[src/rtl/sata_link_crc_tx.sv]
// Transmit-side SATA link CRC stage: forwards FIS payload dwords and appends the CRC-32 dword.
// Optional macro SATA_CRC_CORRUPT_EN adds crc_corrupt to invert the emitted CRC for error-path tests.
module sata_link_crc_tx #(
   parameter int          DATA_BYTE_WIDTH = 4,
   parameter int          MAX_DWORDS      = 2049,
   parameter logic [31:0] CRC_INIT        = 32'h52325032
) (
   input  logic                           clk,
   input  logic                           rst_n,
   input  logic [DATA_BYTE_WIDTH*8-1:0]   in_data,
   input  logic                           in_val,
   input  logic                           in_last,
   output logic                           in_ready,
   output logic [DATA_BYTE_WIDTH*8-1:0]   out_data,
   output logic                           out_val,
   output logic                           out_crc,
   input  logic                           out_ready,
`ifdef SATA_CRC_CORRUPT_EN
   input  logic                           crc_corrupt,
`endif
   output logic                           len_err
);

   localparam logic [31:0] POLY    = 32'h04C11DB7;
   localparam logic [11:0] MAX_CNT = 12'(MAX_DWORDS);
   localparam logic [11:0] CNT_SAT = 12'hFFF;
   localparam logic        ST_DATA = 1'b0;
   localparam logic        ST_CRC  = 1'b1;

   logic        state_reg;
   logic [31:0] crc_reg;
   logic [31:0] crc_next;
   logic [31:0] crc_out;
   logic [11:0] cnt_reg;
   logic        out_free;
   logic        in_xfer;

   // One dword per update, bit 31 first, no reflection.
   function automatic logic [31:0] crc_step(input logic [31:0] c, input logic [31:0] d);
      logic [31:0] r;
      r = c;
      for (int i = 31; i >= 0; i--) begin
         r = (r[31] ^ d[i]) ? ((r << 1) ^ POLY) : (r << 1);
      end
      return r;
   endfunction

   assign out_free = !out_val || out_ready;
   assign in_ready = (state_reg == ST_DATA) && out_free;
   assign in_xfer  = in_val && in_ready;
   assign crc_next = crc_step(crc_reg, in_data);

`ifdef SATA_CRC_CORRUPT_EN
   assign crc_out = crc_reg ^ {32{crc_corrupt}};
`else
   assign crc_out = crc_reg;
`endif

   always_ff @(posedge clk or negedge rst_n) begin
      if (!rst_n) begin
         state_reg <= ST_DATA;
         crc_reg   <= CRC_INIT;
         cnt_reg   <= '0;
         out_data  <= '0;
         out_val   <= 1'b0;
         out_crc   <= 1'b0;
         len_err   <= 1'b0;
      end else begin
         len_err <= 1'b0;
         if (state_reg == ST_DATA) begin
            if (in_xfer) begin
               out_data <= in_data;
               out_val  <= 1'b1;
               out_crc  <= 1'b0;
               crc_reg  <= crc_next;
               cnt_reg  <= (cnt_reg == CNT_SAT) ? cnt_reg : cnt_reg + 12'd1;
               len_err  <= (cnt_reg == MAX_CNT);
               if (in_last) begin
                  state_reg <= ST_CRC;
               end
            end else if (out_ready) begin
               out_val <= 1'b0;
               out_crc <= 1'b0;
            end
         end else begin
            // CRC slot: waits for the output register, then rearms for the next frame.
            if (out_free) begin
               out_data  <= crc_out;
               out_val   <= 1'b1;
               out_crc   <= 1'b1;
               crc_reg   <= CRC_INIT;
               cnt_reg   <= '0;
               state_reg <= ST_DATA;
            end
         end
      end
   end

endmodule

[config.mk]
export PLATFORM = sky130hd
export DESIGN_NAME = sata_link_crc_tx
export DESIGN_NICKNAME = d
export VERILOG_FILES = /design/src/rtl/sata_link_crc_tx.sv
export SDC_FILE = /design/constraint.sdc
export NUM_CORES = 1
export LEC_CHECK = 0
export ABC_AREA = 1
export CAP_MARGIN = 25
export CORE_MARGIN = 2
export CORE_UTILIZATION = 60
export DETAILED_ROUTE_END_ITERATION = 6
export PLACE_DENSITY = 0.85
export SLEW_MARGIN = 15
export SYNTH_ARGS = -nofsm -noshare
export SYNTH_HDL_FRONTEND = slang
export SYNTH_SLANG_ARGS = --single-unit
[constraint.sdc]
create_clock -name clk -period 3.9 [get_ports clk]
set_input_delay 0.39 -clock clk [delete_from_list [all_inputs] [get_ports clk]]
set_output_delay 0.39 -clock clk [all_outputs]
set_load 0.01 [all_outputs]
# [After elaboration in Yosys (flattened, before gate mapping)]
# Cells that the tools add are included.
# Widths: inputs -> output; s select.
[classes] bitwise=65 mux=54 n_eq_ne=4 addsub=1 reduce_logical=9
[op_table] op="$mux 27" n=32
[op_table] op="$not 14->14" n=32
[op_table] op="$mux 32" n=6
[op_table] op="$mux 12" n=4
[op_table] op="$xor 1x1->1" n=32
[op_table] op="$eq 12x12->1 const B" n=2
[op_table] op="$add 12x1->12 const B" n=1
[op_table] op="$mux 1" n=12
[op_table] op="$reduce_and 2->1" n=2
[op_table] op="$reduce_and 3->1" n=1
[op_table] op="$reduce_bool 3->1" n=1
[op_table] op="$logic_and 1x1->1" n=2
[op_table] op="$ne 2x1->1 const B" n=1
[op_table] op="$ne 2x2->1 const B" n=1
[op_table] op="$reduce_bool 2->1" n=1
[op_table] op="$logic_not 1->1" n=1
[op_table] op="$logic_or 1x1->1" n=1
[op_table] op="$not 1->1" n=1
[word_totals] register_bits=80

# [Longest topological paths before layout]
[logic_depth] depth_word=66 ltp_mapped=29 ltp_nobuf=29

# [Least setup slack after synthesis]
# Ideal clock, no wire load.
[synth_timing] path_type="register to register" start="register crc_reg[30], in the netlist crc_out[30]" end="register crc_reg[26], in the netlist crc_out[26]" arrival_time_ns=2.774 period_less_slack_ns=2.891 setup_ns=0.117 required_ns=3.783 n_path_buf=1 path_slack_ns=1.009 path_stages_with_launch=26 path_cell_list="dfstp_2 nand2_1 nand2_1 nand2_1 nand2_1 nand2_1 nand2_2 nand3_2 nand2_2 inv_2 nand2_2 nand2_4 nand2_1 nand2_1 nand2_2 nand2_4 inv_6 nand2_1 nand3_2 nand2_2 buf_6 or2_1 nand2_1 nand2_1 nand3_1 nand2_1"
[synth_via] elab_chain_cells=41 word_cells_on_any_way=70 cone_classes="mux: 33; bitwise: 37"
[synth_lines] element="start, declared" line_no="31" source="logic [31:0] crc_reg;"
[synth_lines] element="start signal, assigned" line_no="75" source="crc_reg <= crc_next;"
[synth_lines] element="$xor 1x1->1 *" line_no="43" source="r = (r[31] ^ d[i]) ? ((r << 1) ^ POLY) : (r << 1);"
[synth_lines] element="$mux 27 *" line_no="43"
[synth_lines] element="$xor 1x1->1 / $mux 27 (equally long branches)" line_no="43"
[synth_lines] element="$mux 27 / $not 14->14 (equally long branches)"
[synth_lines] element="$mux 27" line_no="43"
[synth_lines] element="$not 14->14 (no source line)"
[synth_lines] element="$mux 27" line_no="43"
[synth_lines] element="$not 14->14 (no source line) / $mux 27 (equally long branches)"
[synth_lines] element="[25 not listed]"
[synth_lines] element="$not 14->14 (no source line) / $mux 27 (equally long branches)"
[synth_lines] element="$mux 27" line_no="43"
[synth_lines] element="$mux 27 / $not 14->14 (equally long branches)"
[synth_lines] element="$mux 27" line_no="43"
[synth_lines] element="$not 14->14 (no source line) / $xor 1x1->1 (equally long branches)"
[synth_lines] element="$mux 27 *" line_no="43"
[synth_lines] element="$mux 32 *" line_no="71" source="if (in_xfer) begin"
[synth_lines] element="$mux 32 *" line_no="70" source="if (state_reg == ST_DATA) begin"
# Mark *: on every way between the ends. The rest lies on a longest branch, timed or not. The select of a mux whose other input is x is not followed.
# A chain may end at the register's enable or synchronous reset.

# [Final worst setup path]
[layout_timing] start="input in_data[27]" end="register crc_reg[10], in the netlist crc_out[10]"
[layout_via] elab_chain_cells=36 word_cells_on_any_way=68 cone_classes="mux: 30; bitwise: 38"
[layout_lines] element="start, declared" line_no="10" source="input logic [DATA_BYTE_WIDTH*8-1:0] in_data,"
[layout_lines] element="$xor 1x1->1 *" line_no="43"
[layout_lines] element="$mux 27 *" line_no="43"
[layout_lines] element="$not 14->14 (no source line) / $mux 27 (equally long branches)"
[layout_lines] element="$mux 27 / $not 14->14 (equally long branches) (3 in a row)"
[layout_lines] element="$mux 27" line_no="43"
[layout_lines] element="$not 14->14 (no source line) / $mux 27 (equally long branches)"
[layout_lines] element="$mux 27 / $not 14->14 (equally long branches) (3 in a row)"
[layout_lines] element="$mux 27" line_no="43"
[layout_lines] element="[16 not listed]"
[layout_lines] element="$mux 27" line_no="43"
[layout_lines] element="$not 14->14 (no source line), or another cell as far along"
[layout_lines] element="$mux 27 / $not 14->14 (equally long branches)"
[layout_lines] element="$mux 27" line_no="43"
[layout_lines] element="$not 14->14 (no source line) / $xor 1x1->1 (equally long branches)"
[layout_lines] element="$mux 27 *" line_no="43"
[layout_lines] element="$mux 32 *" line_no="71"
[layout_lines] element="$mux 32 *" line_no="70"
# Marked as above.

==> flow_summary.ini <==
[drt]
drcViolationCount = 0
antenna_left = 0
first_pass_iters = 5
post_drt_wl_per_cell_um = 16.68
viasPerCell = 5.476
drt_iter0_markers = 667
vias = 8898
wirelength_um = 27110

[logic_synthesis]
synthXorXnorAreaFrac_pct = 13.81
yosysTopAreaCell = nand2_1
ys_seq_area_share_pct = 24.94
synthCells = 1319
synth_area_leaders = nand2_1 27%, dfrtp_1 21%, xor2_1 8.8%
synth_fp_nets = 1358
synth_compound_area_share_pct = 6.023
synth.area.mux_share_pct = 0
ys_seq_elements = 80
synth_top_area_share_pct = 26.89
synth_top_family_by_area = simple AND/OR/NAND/NOR gates
synthSimpleGateAreaFrac_pct = 46.93
synth_fa_ha_area_share_pct = 0.3096
netlist_area_um2 = 8082
yosys_warnings = 0
ys_types = 38
avgSynthCellArea_um2 = 6.127

[finish]
fillers = 1151
syn_to_final_growth_pct = 20.37
diodes = 0
drive_gt1_share_pct = 14.01
final_nets = 1483
fin_util_pct = 73.75

[clock_network]
root_buffer = clkbuf_16
cts_tree = done
cts_max_level = 3
clkLatencyLatePin_ns = 0.36
clk_path_buf_depth = 2
path_clk_slew_ns = 0.06
post_cts_buffers = 0
cts_num_sinks = 80
cts_inserted_buffers = 9

[setup_path]
reg2reg_from = crc_out[30]
start_kind = input port
rr_worst_depth = 24
worst-setup-path-type = in -> reg
critPathMaxStageDelay_ns = 0.53
arrival_ns = 3.84
worstPathRequired_ns = 4.19
worstSetupEndpointType = register
cp-startpoint = in_data[27]
slowest_stage = clkdlybuf4s50_1
cpMostUsedCell = nand2_1
crit_fanout = 8

[timing]
max_slew_margin_pct = 59.02
post-route-period-util_pct = 91.03
fin_tns_setup_ns = 0
tightestPinTransition_ns = 0.6090
min_period_ns = 3.550
rsz0062_at_grt = no
timing_hold_violations_final = 0
skew_ns = 0.009926
slew_violations = 0
fmax_mhz = 281.7
setup-violations-final = 0

[place]
place_congestion = 1.049
port-buffer-count = 72
dpl.hpwl_um = 21740

[floorplanning]
row_count = 42
dieHeight_um = 120.1
core_um2 = 13190
io_pins = 73
start_util_pct = 61.27
die_w_um = 120.1
die_area_um2 = 14410

[grt]
grt_overflow = 0
antenna_found_initial = 0
grt_max_degree = 83
grt_use_total_pct = 38.46
grt_pass1_vias = 8196
grt_pass1_wl_um = 42650

[run]
drv_cap = 0

[worst_hold_path]
hold_path_class = in -> async

[run_status]
status = completed
layer usage:
layer  part of all wire [%]  wire length, µm  global-route usage, %  vias up
met2                     46            12450                  62.43      386
met1                     41            11220                  51.32     4066
met4                    3.9             1055                  15.59        0
met3                    8.8             2388                  5.846       75
li1                       -                -                      -     4371
met5                      0                0                      0        -
metrics by stage:
step | hold WS [ns] | instances | cell area (µm²) | setup slack (ns)
after global routing | 0.5439 | 1625 | 9728 | 0.02424
after CTS | 0.2497 | 1623 | 9688 | 0.4150
after floorplan | 0.09441 | 1319 | 8082 | 1.009
after detailed placement | 0.5343 | 1607 | 9399 | 0.05888
after global placement | 0.5172 | 1607 | 9399 | 0.1586
final | 0.5170 | 1625 | 9728 | 0.3497
synth_stat cells:
| cell type | n |
|---|---|
| inv_4 | 2 |
| inv_1 | 125 |
| nand3_4 | 1 |
| a21oi_1 | 16 |
| dfrtp_1 | 69 |
| nand2_4 | 13 |
| xnor2_2 | 2 |
| clkinv_1 | 2 |
| buf_6 | 1 |
| xor2_1 | 81 |
| nand2_2 | 56 |
| nand2_1 | 579 |
| o21a_1 | 1 |
| nor3_1 | 2 |
| nand3b_1 | 7 |
| ha_1 | 2 |
| or2_1 | 3 |
| o22ai_1 | 7 |
| nand3_2 | 12 |
| xnor2_1 | 34 |
| o21ai_0 | 16 |
| nor2_1 | 54 |
| dfstp_2 | 11 |
| xnor2_4 | 1 |
| nand3_1 | 125 |
| inv_2 | 17 |
| o21ai_1 | 9 |
| o32ai_1 | 1 |
| or2_2 | 5 |
| o31ai_1 | 1 |
| a21o_1 | 1 |
| inv_6 | 1 |
| a31oi_1 | 33 |
| xor2_2 | 3 |
| clkbuf_1 | 18 |
| buf_2 | 1 |
| nor4_1 | 2 |
| nand4_1 | 5 |
area by class of cell:
type,count,area [µm²],area share [%]
inverters,147,561.8,5.775
flip-flops and latches,80,2016,20.72
clock buffers,10,239.0,2.457
well taps,176,220.2,2.264
multi-input cells,1072,5423,55.74
clock inverters,6,50.05,0.5145
repair buffers,134,1219,12.53
path summary, 6_finish.rpt:
| kind | to | slack (ns) |
|---|---|---|
| hold / removal | crc_out[24] | 0.52 |
| setup reg to reg | crc_out[10] | 0.37 |
| setup / recovery | crc_out[10] | 0.35 |
| min in group clk | out_data[8] | 0.55 |
| hold reg to reg | out_data[8] | 0.55 |
| max in group asynchronous | crc_out[17] | 2.74 |
critical path, delay by kind of cell:
family / cells / cell delay, ns
AND/OR/NAND/NOR: 24 / 2.53
buffers and inverters: 5 / 0.94
cells in the final DEF, fill, tap and decap left out, types with 17 or more instances in the layout:
cell and count:
clkdlybuf4s50_1 71, xnor2_1 34, nand2_2 57, nand3_1 125
a31oi_1 33, nand2_1 578, buf_4 60, xor2_1 81
inv_2 17, nor2_1 54, inv_1 125, dfrtp_1 69
logic make-up after synthesis:
logic type	Yosys count
compound gates	85
simple gates	864
fa+ha+maj	2
xor+xnor	121
flops	80
buf+inv	167
timing repair:
action / 4_1_cts / 5_1_grt
resized for setup: 0 / 1
endpoints found under the hold margin: 0 / 25
hold buffers: 0 / 1
setup endpoints to repair: 0 / 1
Power is left out: the tool's default activity adds up to more than one toggle a clock period on the data nets, which glitch-free logic cannot reach.
